--- config.mk ---
export PLATFORM = sky130hd
export DESIGN_NAME = count_decoder_flat
export DESIGN_NICKNAME = d
export VERILOG_FILES = /design/src/rtl/count_decoder_if.sv /design/src/rtl/count_decoder.sv /design/src/flat_wrapper.sv
export SDC_FILE = /design/constraint.sdc
export NUM_CORES = 1
export LEC_CHECK = 0
export CAP_MARGIN = 20
export CORE_ASPECT_RATIO = 1.5
export CORE_MARGIN = 4
export CORE_UTILIZATION = 35
export CTS_BUF_LIST = sky130_fd_sc_hd__clkbuf_8
export CTS_CLUSTER_SIZE = 24
export DETAILED_ROUTE_END_ITERATION = 12
export GPL_TIMING_DRIVEN = 0
export SETUP_SLACK_MARGIN = 0.3
export SYNTH_ARGS = -nofsm -noshare
export SYNTH_HDL_FRONTEND = slang
export SYNTH_SLANG_ARGS = --single-unit
--- constraint.sdc ---
create_clock -name clk -period 3.4 [get_ports clk]
set_clock_uncertainty 0.15 [all_clocks]
set_input_delay 0.68 -clock clk [delete_from_list [all_inputs] [get_ports clk]]
set_output_delay 0.68 -clock clk [all_outputs]
set_load 0.01 [all_outputs]
--- src/rtl/count_decoder_if.sv ---
// Sample/result bundle for the 2-bit up/down count decoder.
// Master drives samples; slave returns decoded motion and error status.
interface count_decoder_if #(
  parameter int POS_W = 8,
  parameter int ERR_W = 4
);
  logic                    valid;
  logic [1:0]              count;
  logic                    clear;
  logic                    dir_up;
  logic                    dir_down;
  logic signed [POS_W-1:0] position;
  logic                    err_jump;
  logic [ERR_W-1:0]        err_count;
  logic                    locked;

  modport master (
    output valid, count, clear,
    input  dir_up, dir_down, position,
    input  err_jump, err_count, locked
  );

  modport slave (
    input  valid, count, clear,
    output dir_up, dir_down, position,
    output err_jump, err_count, locked
  );
endinterface

--- src/rtl/count_decoder.sv ---
// Tracks a 2-bit up/down counter as a signed position with
// illegal-jump detection and two-sample resynchronisation.
module count_decoder #(
  parameter int POS_W = 8,
  parameter int ERR_W = 4
) (
  input logic             clk,
  input logic             reset,
  count_decoder_if.slave  bus
);

  typedef enum logic [1:0] {
    IDLE   = 2'd0,
    TRACK  = 2'd1,
    RESYNC = 2'd2
  } state_t;

  state_t             state_q, state_d;
  logic [1:0]         prev_q, prev_d;
  logic               streak_q, streak_d;
  logic [POS_W-1:0]   pos_q, pos_d;
  logic [ERR_W-1:0]   err_q, err_d;
  logic               up_q, up_d;
  logic               dn_q, dn_d;
  logic               jump_q, jump_d;

  logic [1:0]         delta;
  logic               is_hold, is_up;
  logic               is_dn, is_bad;
  logic [ERR_W-1:0]   err_inc;

  assign delta   = bus.count - prev_q;
  assign is_hold = (delta == 2'd0);
  assign is_up   = (delta == 2'd1);
  assign is_bad  = (delta == 2'd2);
  assign is_dn   = (delta == 2'd3);
  assign err_inc = (&err_q) ? err_q
                 : err_q + ERR_W'(1);

  always_comb begin
    state_d  = state_q;
    prev_d   = prev_q;
    streak_d = streak_q;
    pos_d    = pos_q;
    err_d    = err_q;
    up_d     = up_q;
    dn_d     = dn_q;
    jump_d   = 1'b0;
    if (bus.clear) begin
      state_d  = IDLE;
      prev_d   = 2'd0;
      streak_d = 1'b0;
      pos_d    = '0;
      err_d    = '0;
      up_d     = 1'b0;
      dn_d     = 1'b0;
    end else if (bus.valid) begin
      prev_d = bus.count;
      up_d   = 1'b0;
      dn_d   = 1'b0;
      unique case (state_q)
        IDLE: begin
          state_d  = TRACK;
          streak_d = 1'b0;
        end
        TRACK: begin
          unique case (1'b1)
            is_hold: ;
            is_up: begin
              pos_d = pos_q + POS_W'(1);
              up_d  = 1'b1;
            end
            is_dn: begin
              pos_d = pos_q - POS_W'(1);
              dn_d  = 1'b1;
            end
            is_bad: begin
              jump_d   = 1'b1;
              err_d    = err_inc;
              state_d  = RESYNC;
              streak_d = 1'b0;
            end
            default: ;
          endcase
        end
        RESYNC: begin
          // second legal sample in a row re-locks but is not applied
          if (is_bad) begin
            jump_d   = 1'b1;
            err_d    = err_inc;
            streak_d = 1'b0;
          end else if (streak_q) begin
            state_d  = TRACK;
            streak_d = 1'b0;
          end else begin
            streak_d = 1'b1;
          end
        end
        default: begin
          state_d  = IDLE;
          streak_d = 1'b0;
        end
      endcase
    end
  end

  always_ff @(posedge clk or negedge reset) begin
    if (!reset) begin
      state_q  <= IDLE;
      prev_q   <= 2'd0;
      streak_q <= 1'b0;
      pos_q    <= '0;
      err_q    <= '0;
      up_q     <= 1'b0;
      dn_q     <= 1'b0;
      jump_q   <= 1'b0;
    end else begin
      state_q  <= state_d;
      prev_q   <= prev_d;
      streak_q <= streak_d;
      pos_q    <= pos_d;
      err_q    <= err_d;
      up_q     <= up_d;
      dn_q     <= dn_d;
      jump_q   <= jump_d;
    end
  end

  assign bus.position  = pos_q;
  assign bus.err_count = err_q;
  assign bus.dir_up    = up_q;
  assign bus.dir_down  = dn_q;
  assign bus.err_jump  = jump_q;
  assign bus.locked    = (state_q == TRACK);

endmodule

--- src/flat_wrapper.sv ---
// flat-port wrapper written by rule: the top's interface ports become plain ports
module count_decoder_flat 
#(
  parameter int POS_W = 8,
  parameter int ERR_W = 4
)
  (clk, reset, bus_valid, bus_count, bus_clear, bus_dir_up, bus_dir_down, bus_position, bus_err_jump, bus_err_count, bus_locked);
  count_decoder_if #(.POS_W(POS_W), .ERR_W(ERR_W)) bus_i ();
  input logic clk;
  input logic reset;
  input wire logic [$bits(bus_i.valid)-1:0] bus_valid;
  input wire logic [$bits(bus_i.count)-1:0] bus_count;
  input wire logic [$bits(bus_i.clear)-1:0] bus_clear;
  output wire logic [$bits(bus_i.dir_up)-1:0] bus_dir_up;
  output wire logic [$bits(bus_i.dir_down)-1:0] bus_dir_down;
  output wire logic [$bits(bus_i.position)-1:0] bus_position;
  output wire logic [$bits(bus_i.err_jump)-1:0] bus_err_jump;
  output wire logic [$bits(bus_i.err_count)-1:0] bus_err_count;
  output wire logic [$bits(bus_i.locked)-1:0] bus_locked;
  assign bus_i.valid = bus_valid;
  assign bus_i.count = bus_count;
  assign bus_i.clear = bus_clear;
  assign bus_dir_up = bus_i.dir_up;
  assign bus_dir_down = bus_i.dir_down;
  assign bus_position = bus_i.position;
  assign bus_err_jump = bus_i.err_jump;
  assign bus_err_count = bus_i.err_count;
  assign bus_locked = bus_i.locked;
  count_decoder #(.POS_W(POS_W), .ERR_W(ERR_W)) u_core (.clk(clk), .reset(reset), .bus(bus_i));
endmodule
; ---- Yosys cells after proc, flatten, opt, wreduce, memory -nomap -nowiden
; Cells that the tools add are included.
; W data, S select, Z words.
[op_classes]
n_addsub = 4
eq_ne = 9
n_mux = 35
reduce_logical = 12
[op_table]
columns = op, n
row1 = $mux W8, 3
row2 = $mux W4, 5
row3 = $mux W1, 17
row4 = $pmux W8 S2, 1
row5 = $mux W2, 7
row6 = $reduce_and A4 Y1, 3
row7 = $add A8 B1 Y8 const B, 1
row8 = $reduce_bool A2 Y1, 4
row9 = $sub A8 B1 Y8 const B, 1
row10 = $eq A2 B2 Y1 const B, 3
row11 = $ne A3 B2 Y1 const B, 2
row12 = $pmux W2 S3, 1
row13 = $add A4 B1 Y4 const B, 1
row14 = $eq A2 B1 Y1 const B, 2
row15 = $ne A3 B3 Y1 const B, 1
row16 = $reduce_and A3 Y1, 1
row17 = $reduce_bool A3 Y1, 1
row18 = $logic_not A2 Y1, 1
row19 = $ne A2 B2 Y1 const B, 1
row20 = $pmux W1 S2, 1
row21 = $reduce_and A2 Y1, 1
row22 = $reduce_or A2 Y1, 1
row23 = $sub A2 B2 Y2, 1
[totals]
register_bits = 20
wordCells = 68

; ---- Depth between registers and ports, before layout
; Gate-level depths: netlist (run 1).
[logic_depth]
depth_word = 6
ltp_mapped = 12
mapped_depth_nobuf = 11

; ---- Least setup slack after synthesis (run 1)
; Ideal clock, no wire load.
[synth_path]
path_type = input to register
startpoint = input port bus_count[0]
endpoint = register u_core.pos_q[6], in the netlist u_core.bus.position[6]
setup_ps = 122
t_arrival_ps = 2551
slack_ps = 577
path_stages = 12
path_buffers = 1
cell_sequence = inv_1 ha_1 xnor3_1 buf_6 nor2_4 xor2_1 ha_1 nor4_1 nor4_1 a221oi_1 mux2i_1 nand2_1
[synth_via]
elab_chain_cells = 6
[synth_lines]
columns = item, line
row1 = from (decl), flat_wrapper.sv:12  ; input wire logic [$bits(bus_i.count)-1:0] bus_count;
row2 = $sub A2 B2 Y2 *, count_decoder.sv:32  ; assign delta = bus.count - prev_q;
row3 = $eq A2 B2 Y1 / $eq A2 B1 Y1 (equally long branches), "count_decoder.sv:36, count_decoder.sv:34"
row4 = $pmux W8 S2, count_decoder.sv:67  ; unique case (1'b1)
row5 = $mux W8, count_decoder.sv:61  ; unique case (state_q)
row6 = $mux W8, count_decoder.sv:57  ; end else if (bus.valid) begin
row7 = $mux W8, count_decoder.sv:49  ; if (bus.clear) begin
row8 = to (signal assigned), count_decoder.sv:121  ; pos_q <= pos_d;
row9 = to (decl), count_decoder.sv:21  ; logic [POS_W-1:0] pos_q, pos_d;
; Mark *: on every way between the ends. The rest lies on a longest branch, timed or not. The select of a mux whose other input is x is not followed.
; A chain may end at the register's enable or synchronous reset.

; ---- Final worst setup path (run 1)
[layout_path]
startpoint = input port bus_count[0]
endpoint = register u_core.pos_q[7], in the netlist u_core.bus.position[7]
; Same word-level chain as after synthesis.

==> key figures, run 1 <==
Worst hold path
  • Hold crit path type: register to register

Setup path
  • Top delay family on crit path: compound AO/OA/AOI/OAI gates
  • CP endpoint kind: register
  • Maximum fanout along the worst path: 5
  • Crit-path cells: clkdlybuf4s15_1 > inv_1 > ha_2 > xnor3_1 > buf_6 > nor2_4 > buf_6 > ha_4 > a41o_1 > a21o_1 > a21oi_2 > o32ai_2 > mux2_4
  • Crit path largest cell delay: 0.37 ns
  • WS Path Type: input pin to register
  • CP required: 3.41 ns
  • Sum of buffers and inverters on the critical path: 4
  • Crit-path most repeated cell: buf_6
  • Slowest-stage cell, CP: xnor3_1
  • CP Launch Type: input pin
  • Crit path arrival time: 2.96 ns

STA
  • Final hold violations: 0
  • RSZ-0062 raised after global routing: false
  • Fmax: 0.339 GHz
  • Max Slew Vio Count: 0
  • Setup-failing EPs final: 0
  • Rel. slew slack: 37.7%
  • Worst Tran Pin Value: 0.931 ns
  • Final critical-path required period: 2.95 ns
  • Fin crit share: 86.8%
  • Fin Hold WS: 0.378 ns

Clocking
  • Hold buffers post-CTS: 0
  • CTS tree: built
  • Longest Clk Path Bufs: 2
  • Clk pin slew, worst setup/hold paths: 0.07 ns
  • CTS Sinks: 20
  • Total CTS buffers: 3
  • Worst-skew pair later-pin latency: 0.27 ns
  • Root buf cell: clkbuf_8
  • H-tree Lvls: 1

Synthesis
  • Sequential element share of the synthesized area: 38.7%
  • #FFs+latches synth: 20
  • Post-synth cell types: 40
  • Syn avg cell area: 9.43 µm²
  • Cells after Synth: 137
  • Net count after synthesis: 153
  • Synth area leader: dfrtp_1
  • Synth Cell Area: 1290 µm²
  • Top-area cell type share of the netlist area: 38.7%
  • YS warnings: 0
  • Synth area leaders: dfrtp_1, ha_1, nor2_1

Placement
  • GPL Wtd Cong: 0.745
  • # placed instances: 199
  • Dpl cell area: 1550 µm²
  • Post-DP HPWL: 2.20 mm
  • PortBufs: 20

Cells and area
  • Fin util: 49.6%
  • Filler instances: 333
  • Layout cell share with drive strength beyond 1: 17.0%
  • P&R area growth vs syn: 33.6%
  • Design Area, Final: 1730 µm²
  • Layout Cells excl Fill: 207
  • Commonest non-fill, non-tap cell in the layout: dfrtp_1
  • Most frequent cells in the layout: dfrtp_1, nor2_1, clkdlybuf4s50_1
  • Final nets: 182
  • N_diodes: 0

Drt
  • Via count: 1,097
  • Final WL: 3.07 mm
  • Detailed Routing Iterations Pass 1: 4
  • Via density: 5.30
  • Post-DRT Antenna Nets: 0
  • Wirelength per Cell: 14.8 µm
  • Detailed-route DRC error count: 0
  • DR iter-0 viols: 26

Power
  • Sequential Power Share: 42.4%
  • Psw: 0.179 mW
  • Logic pwr share: 26.8%
  • Int Pwr: 0.425 mW
  • Peak supply drop: 0.240 mV
  • P_leak: 0.761 nW
  • Power density over cell area: 350 nW/µm²
  • Switching part of the total power: 29.7%
  • Clock share of power: 30.8%

Global routing
  • First-pass GRT wire length: 5.33 mm
  • Overall routing resource usage: 14.5%
  • Busiest grt layer: met2
  • Largest net degree at the start of global routing: 21
  • Grt ovf: 0
  • GR Layer Usage met3: 1.87%
  • Met1 Use GR: 17.0%
  • GRT met2 Usage: 25.8%
  • Vias in the first global route: 1,163
  • Antenna violations before repair: 0

Die
  • Die H: 82.4 µm
  • Die footprint: 4750 µm²
  • Die width: 57.6 µm
  • I/O Pins: 22
  • Row count: 26
  • Core area: 3480 µm²
  • Initial Util: 37.1%

Outcome
  • Status: complete, no violations

Flow run
  • Max Cap Viol: 0
-- synth_stat cells (all sizes together) --
master / instances
nand2: 10
a211oi: 2
a21oi: 8
a22oi: 1
clkbuf: 4
xnor2: 4
o31ai: 1
dfrtp: 20
nor3b: 2
nor2b: 1
buf: 3
nand4: 1
nor3: 4
and2: 2
nand2b: 1
a41o: 1
or2: 1
a221oi: 2
ha: 10
nor2: 20
or4: 1
a21o: 1
o22ai: 1
a31oi: 1
nand3: 2
and3: 2
mux2i: 5
xnor3: 1
inv: 6
xor2: 4
o21ai: 5
a311o: 1
nand3b: 3
mux2: 1
nor4: 3
o32ai: 1
or3: 1
-- per-stage QoR --
step / setup TNS, ns / setup WS, ns / power (mW)
CTS: 0 / 0.336 / 0.604
detailed placement: -0.449 / -0.205 / 0.394
finish: 0 / 0.447 / 0.604
floorplan: 0 / 0.577 / 0.349
global placement: -0.280 / -0.147 / 0.391
global route: 0 / 0.336 / 0.637
-- final timing paths --
| kind | to | cells after the start | slack (ns) | startpoint |
|---|---|---|---|---|
| max reg2reg | u_core.bus.position[7] | 11 | 0.71 | u_core.prev_q[0] |
| min reg2reg | u_core.prev_q[1] | 2 | 0.38 | u_core.prev_q[1] |
| min | u_core.prev_q[1] | 2 | 0.38 | u_core.prev_q[1] |
| max in group asynchronous | u_core.bus.err_jump | 1 | 1.75 | reset |
| min in group asynchronous | u_core.bus.dir_up | 1 | 0.78 | reset |
| max | u_core.bus.position[7] | 13 | 0.45 | bus_count[0] |
-- registers in the layout (all words and copies together), names as in the netlist --
register              count
u_core.state_q            2
u_core.streak_q           1
u_core.bus.err_count      4
u_core.bus.dir_up         1
u_core.bus.err_jump       1
u_core.prev_q             2
u_core.bus.dir_down       1
u_core.bus.position       8
-- power groups by stage --
stage,sequential [mW],combinational (mW),clock [mW]
6_report,0.256,0.162,0.186
2_1_floorplan,0.260,0.0888,0
3_5_place_dp,0.260,0.134,0
3_3_place_gp,0.259,0.132,0
4_1_cts,0.256,0.158,0.189
5_1_grt,0.257,0.180,0.199
-- worst register-to-register path, cell delays in order, from the launching register on --
cell	delay, ns
dfrtp_1	0.38
ha_2	0.18
xnor3_1	0.37
buf_6	0.15
nor2_4	0.13
buf_6	0.12
ha_4	0.20
a41o_1	0.20
a21o_1	0.17
a21oi_2	0.13
o32ai_2	0.09
mux2_4	0.32
-- metal layers --
metal | routed length (µm) | part of all wire [%]
met5 | 0 | 0
met4 | 69 | 2.2
met3 | 54 | 1.8
met2 | 1680 | 55
met1 | 1270 | 41
-- layout make-up --
cell class | instances | area (µm²) | share of cell area [%]
multi-input cells | 104 | 821 | 47.5
flip-flops and latches | 20 | 500 | 29.0
repair buffers | 24 | 238 | 13.8
clock buffers | 4 | 55.1 | 3.19
well taps | 42 | 52.6 | 3.04
plain buffers | 7 | 37.5 | 2.17
inverters | 6 | 22.5 | 1.30
-- repair_timing --
action / 4_1_cts / 5_1_grt
setup buffers: 4 / 0
gates cloned: 0 / 0
pin swaps: 5 / 6
endpoints found under the setup margin: 4 / 4
gates resized for setup: 15 / 5
-- logic make-up (layout without fill, tap and decap cells) --
logic type      Yosys count  after routing  share of synthesized area (%)
compound gates           25             25                           12.5
flops                    20             20                           38.7
fa+ha+maj                10             10                           9.68
buf+inv                  13             41                           4.55
mux                       6              6                           4.74
xor+xnor                  9              9                           7.16
simple gates             54             54                           22.7
(Power assumes the default switching activity.)
==> run 2, diff against run 1 <==
Settings changed: PLACE_DENSITY set to 0.63.
==> key figures, run 2 (synthesis results as in run 1) <==
Setup path
  • Sum of buffers and inverters on the critical path: 4 (unchanged)
  • CP required: 3.40 ns (about the same)
  • Crit-path cells: clkbuf_2 > inv_1 > ha_2 > xnor3_1 > buf_6 > nor2_4 > xor2_1 > ha_2 > buf_4 > or4_4 > a21oi_2 > xnor2_1 > nor2_1
  • Crit path largest cell delay: 0.47 ns (+0.10 ns)
  • Top delay family on crit path: simple AND/OR/NAND/NOR gates
  • Worst R2R Path Depth: 11 (unchanged)
  • Reg2reg end: u_core.bus.position[2]
  • FF-to-FF setup slack: 0.65 ns (-0.06 ns)
  • WS Path Type: input pin to register
  • Maximum fanout along the worst path: 4 (-1)
  • CP Launch Type: input pin
  • Crit-path most repeated cell: ha_2
  • Crit path arrival time: 2.91 ns (-0.05 ns)
  • Slowest-stage cell, CP: or4_4
  • CP endpoint kind: register
  • Reg2reg start: u_core.prev_q[0]

Clocking
  • CTS tree: built
  • Total CTS buffers: 3 (unchanged)
  • Clk pin slew, worst setup/hold paths: 0.08 ns (about the same)
  • Longest Clk Path Bufs: 2 (unchanged)
  • H-tree Lvls: 1 (unchanged)
  • Root buf cell: clkbuf_8
  • Worst-skew pair later-pin latency: 0.26 ns (about the same)
  • CTS Sinks: 20 (unchanged)
  • Hold buffers post-CTS: 0 (unchanged)

Cells and area
  • P&R area growth vs syn: 36.1%
  • Max FFs per register: 8 (unchanged)
  • Layout Cells excl Fill: 210 (+1.4%)
  • Layout cell share with drive strength beyond 1: 19.0% (+2.1 points)
  • Final nets: 185 (+1.6%)
  • Commonest non-fill, non-tap cell in the layout: dfrtp_1
  • Most frequent cells in the layout: dfrtp_1, nor2_1, clkdlybuf4s50_1
  • N_diodes: 0 (unchanged)

Drt
  • Via count: 1,106 (+0.82%)
  • Final WL: 3.22 mm (+4.9%)
  • Wirelength per Cell: 15.3 µm (+3.4%)
  • Detailed-route DRC error count: 0 (unchanged)
  • Metal2 WL: 1.84 mm (+9.5%)
  • Post-DRT Antenna Nets: 0 (unchanged)
  • DR top layer: met4
  • Met3 routed WL: 57 µm (+5.6%)
  • DR iter-0 viols: 26 (unchanged)
  • Via density: 5.27 (-0.62%)
  • Detailed Routing Iterations Pass 1: 4 (unchanged)
  • DRT met1 WL: 1.26 mm (-0.32%)

Power
  • Psw: 0.182 mW (+1.6%)
  • Switching part of the total power: 29.7% (+0.065 points)
  • Peak supply drop: 0.254 mV (+5.8%)
  • P_leak: 0.788 nW (+3.6%)
  • Sequential Power Share: 41.8% (-0.6 points)
  • Int Pwr: 0.430 mW (+1.3%)
  • Clock share of power: 30.3% (-0.5 points)
  • Logic pwr share: 28.0% (+1.2 points)
  • Power Total: 0.612 mW (+1.4%)
  • Power density over cell area: 348 nW/µm² (-0.46%)

Worst hold path
  • Hold depth: 2 (unchanged)
  • Hold crit path type: register to register
  • Hold EP: u_core.prev_q[0]
  • Hold_sp: u_core.prev_q[0]

Global routing
  • Vias in the first global route: 1,177 (+1.2%)
  • First-pass GRT wire length: 5.53 mm (+3.9%)
  • Overall routing resource usage: 15.2% (+0.76 points)
  • Antenna violations before repair: 0 (unchanged)
  • Largest net degree at the start of global routing: 21 (unchanged)
  • Grt ovf: 0 (unchanged)

Die
  • I/O Pins: 22 (unchanged)
  • Row count: 26 (unchanged)
  • Core area: 3480 µm² (unchanged)
  • Die H: 82.4 µm (unchanged)
  • Die footprint: 4750 µm² (unchanged)
  • Initial Util: 37.1% (unchanged)
  • Die width: 57.6 µm (unchanged)

STA
  • Fmax: 0.344 GHz (+1.6%)
  • Max Slew Vio Count: 0 (unchanged)
  • Setup-failing EPs final: 0 (unchanged)
  • Fin crit share: 85.5% (-1.4 points)
  • Worst Tran Pin Value: 0.479 ns (-0.452 ns)
  • Final hold violations: 0 (unchanged)
  • Rel. slew slack: 68.1% (+30 points)
  • Final critical-path required period: 2.91 ns (-0.0462 ns)
  • Fin Hold WS: 0.388 ns (+0.00992 ns)
  • RSZ-0062 raised after global routing: false
  • Worst setup margin: 0.493 ns (+0.0462 ns)

Placement
  • Dpl ws: -0.219 ns (-0.0147 ns)
  • GPL Wtd Cong: 0.788 (+5.8%)
  • PortBufs: 20 (unchanged)
  • # placed instances: 199 (unchanged)
  • Post-DP HPWL: 2.25 mm (+2.1%)

Flow run
  • Max Cap Viol: 0 (unchanged)

Outcome
  • Status: complete, no violations
-- run 2: cell count changes in the layout (fill, tap and decap cells not counted), sizes merged --
cell,before,now
dlymetal6s2s,0,1
clkdlybuf4s50,19,18
buf,7,10
clkbuf,8,9
clkdlybuf4s15,1,0
-- run 2: worst min-delay path, stage by stage, from the launching register on --
cell and delay (ns):
dfrtp_1 0.35, mux2i_1 0.07, nor2_1 0.08
-- run 2: metal layers --
metal | GRT usage (%) | vias up
met1 | 16.2 | 540
met4 | 6.96 | 0
li1 | - | 544
met5 | 0 | -
met3 | 1.56 | 5
met2 | 29.5 | 17
-- run 2: through the flow --
step                TNS [ns]  utilization [%]  instance area [µm²]
floorplan                  0                -                 1290
global placement      -0.278             44.4                 1550
detailed placement    -0.522             44.4                 1550
CTS                        0             48.8                 1700
global route               0             50.5                 1760
finish                     0             50.5                 1760
-- run 2: cell type report --
class                   instances  area (µm²)
fillers                       319        1720
well taps                      42        52.6
multi-input cells             104         813
inverters                       6        22.5
repair buffers                 27         278
flip-flops and latches         20         500
plain buffers                   7        37.5
clock buffers                   4        55.1
-- run 2: how the worst max path moves through the flow --
stage | start | to | cells after the start
floorplan | bus_count[0] | u_core.bus.position[6] | 12
global placement | bus_count[0] | u_core.bus.position[7] | 11
detailed placement | bus_count[0] | u_core.bus.position[6] | 13
CTS | bus_count[1] | u_core.bus.position[2] | 10
global route | bus_count[0] | u_core.bus.position[6] | 13
finish | bus_count[0] | u_core.bus.position[2] | 13
-- run 2: repair_timing --
action,in CTS,in global routing
gates resized for setup,16,5
endpoints found under the setup margin,5,4
buffers inserted,3,3
pin swaps,8,6
gates cloned,0,0
-- run 2: power groups by stage --
| stage | registers [mW] | logic (mW) | clock network (mW) |
|---|---|---|---|
| after global placement | 0.259 | 0.131 | 0 |
| after global routing | 0.258 | 0.187 | 0.203 |
| final | 0.256 | 0.171 | 0.185 |
| after detailed placement | 0.260 | 0.136 | 0 |
| after floorplan | 0.260 | 0.0888 | 0 |
| after CTS | 0.256 | 0.160 | 0.190 |
==> run 3, diff against run 2 <==
Settings changed: CAP_MARGIN 20 to 10, HOLD_SLACK_MARGIN set to 0.12, MAX_ROUTING_LAYER set to met4.
==> key figures, run 3 (synthesis results as in run 1) <==
Outcome
  • Status: complete, no violations

Placement
  • GPL Wtd Cong: 0.799 (+1.4%)
  • PortBufs: 20 (unchanged)
  • Post-DP HPWL: 2.25 mm (unchanged)
  • # placed instances: 199 (unchanged)

Clocking
  • CTS Sinks: 20 (unchanged)
  • Clk pin slew, worst setup/hold paths: 0.08 ns (about the same)
  • Longest Clk Path Bufs: 2 (unchanged)
  • Hold buffers post-CTS: 0 (unchanged)
  • CTS tree: built
  • Worst-skew pair later-pin latency: 0.26 ns (about the same)
  • Total CTS buffers: 3 (unchanged)
  • H-tree Lvls: 1 (unchanged)
  • Root buf cell: clkbuf_8

Setup path
  • FF-to-FF setup slack: 0.65 ns (about the same)
  • Maximum fanout along the worst path: 5 (+1)
  • WS Path Type: input pin to register
  • Worst R2R Path Depth: 11 (unchanged)
  • CP required: 3.40 ns (about the same)
  • Crit path arrival time: 2.91 ns (about the same)
  • CP Launch Type: input pin
  • CP endpoint kind: register
  • Reg2reg start: u_core.prev_q[0]
  • Reg2reg end: u_core.bus.position[7]

Global routing
  • Largest net degree at the start of global routing: 21 (unchanged)
  • Grt ovf: 0 (unchanged)
  • Vias in the first global route: 1,175 (-0.17%)
  • Antenna violations before repair: 0 (unchanged)
  • First-pass GRT wire length: 5.53 mm (unchanged)
  • Overall routing resource usage: 15.7% (+0.46 points)

Drt
  • DR iter-0 viols: 36 (+38%)
  • Detailed-route DRC error count: 0 (unchanged)
  • Wirelength per Cell: 15.3 µm (-0.24%)
  • Detailed Routing Iterations Pass 1: 4 (unchanged)
  • Post-DRT Antenna Nets: 0 (unchanged)
  • Final WL: 3.20 mm (-0.71%)
  • Via count: 1,103 (-0.27%)
  • Via density: 5.28 (+0.21%)

STA
  • Fin crit share: 85.5% (about the same)
  • Fmax: 0.344 GHz (about the same)
  • Fin Hold WS: 0.387 ns (-0.000717 ns)
  • Final hold violations: 0 (unchanged)
  • Rel. slew slack: 36.5% (-32 points)
  • Setup-failing EPs final: 0 (unchanged)
  • Max Slew Vio Count: 0 (unchanged)
  • RSZ-0062 raised after global routing: false
  • Final critical-path required period: 2.91 ns (-0.000415 ns)
  • Worst Tran Pin Value: 0.950 ns (+0.471 ns)

Cells and area
  • Fin util: 49.7% (-0.79 points)
  • Max FFs per register: 8 (unchanged)
  • Most frequent cells in the layout: dfrtp_1, nor2_1, clkdlybuf4s50_1
  • Layout Cells excl Fill: 209 (-0.48%)
  • Final nets: 184 (-0.54%)
  • Commonest non-fill, non-tap cell in the layout: dfrtp_1
  • P&R area growth vs syn: 34.0%
  • Layout cell share with drive strength beyond 1: 18.6% (-0.48 points)
  • N_diodes: 0 (unchanged)

Die
  • Initial Util: 37.1% (unchanged)
  • Die footprint: 4750 µm² (unchanged)
  • I/O Pins: 22 (unchanged)
  • Row count: 26 (unchanged)
  • Die H: 82.4 µm (unchanged)
  • Core area: 3480 µm² (unchanged)
  • Die width: 57.6 µm (unchanged)

Power
  • Power density over cell area: 352 nW/µm² (+0.99%)
  • Psw: 0.181 mW (-0.26%)
  • Switching part of the total power: 29.8% (+0.099 points)
  • P_leak: 0.776 nW (-1.6%)
  • Power Total: 0.609 mW (-0.59%)
  • Clock share of power: 30.6% (+0.3 points)
  • Logic pwr share: 27.4% (-0.6 points)
  • Peak supply drop: 0.254 mV (+0.24%)
  • Sequential Power Share: 42.0% (+0.2 points)
  • Int Pwr: 0.427 mW (-0.73%)

Worst hold path
  • Hold EP: u_core.prev_q[1]
  • Hold depth: 2 (unchanged)
  • Hold_sp: u_core.prev_q[1]
  • Hold crit path type: register to register

Flow run
  • Max Cap Viol: 0 (unchanged)
run 3: worst max path at each step:
stage | from | to | slack [ns]
floorplan | bus_count[0] | u_core.bus.position[6] | 0.58
global placement | bus_count[0] | u_core.bus.position[7] | -0.15
detailed placement | bus_count[0] | u_core.bus.position[6] | -0.22
CTS | bus_count[1] | u_core.bus.position[2] | 0.31
global route | bus_count[0] | u_core.bus.position[6] | 0.34
finish | bus_count[0] | u_core.bus.position[7] | 0.49
run 3: metal layers:
| metal | track usage [%] | part of all wire, % | up-vias |
|---|---|---|---|
| li1 | - | - | 543 |
| met1 | 16.5 | 40 | 536 |
| met2 | 29.3 | 57 | 19 |
| met3 | 1.56 | 1.8 | 5 |
| met4 | 6.96 | 1.8 | 0 |
| met5 | - | 0 | - |
run 3: power groups by stage:
stage          clock network (mW)  registers, mW  logic, mW
5_1_grt                     0.203          0.258      0.183
6_report                    0.186          0.256      0.167
2_1_floorplan                   0          0.260     0.0888
3_5_place_dp                    0          0.260      0.136
3_3_place_gp                    0          0.259      0.131
4_1_cts                     0.190          0.256      0.160
run 3: worst max-delay path: stages:
cell      delay (ns)
clkbuf_2        0.09
inv_1           0.04
ha_2            0.17
xnor3_1         0.37
buf_6           0.15
nor2_4          0.13
buf_4           0.15
ha_4            0.21
a41o_1          0.24
a21o_1          0.18
a21oi_1         0.14
o32ai_1         0.09
mux2_2          0.29
run 3: stage by stage:
step	TNS [ns]	instance area (µm²)	setup WS, ns
after floorplan	0	1290	0.577
after global placement	-0.278	1550	-0.154
after detailed placement	-0.522	1550	-0.219
after CTS	0	1700	0.313
after global routing	0	1730	0.342
final	0	1730	0.494
run 3: what timing repair did:
action                                 in CTS  in global routing
pin swaps                                   8                  6
gates resized for setup                    16                  5
endpoints found under the hold margin       0                  0
setup buffers                               3                  3
setup endpoints to repair                   5                  4
run 3: layout make-up:
type,count,area [µm²]
Fill cell,323,1750
Multi-Input combinational cell,104,813
Sequential cell,20,500
Timing Repair Buffer,26,250
Clock buffer,4,55.1
Tap cell,42,52.6
Buffer,7,37.5
Inverter,6,22.5
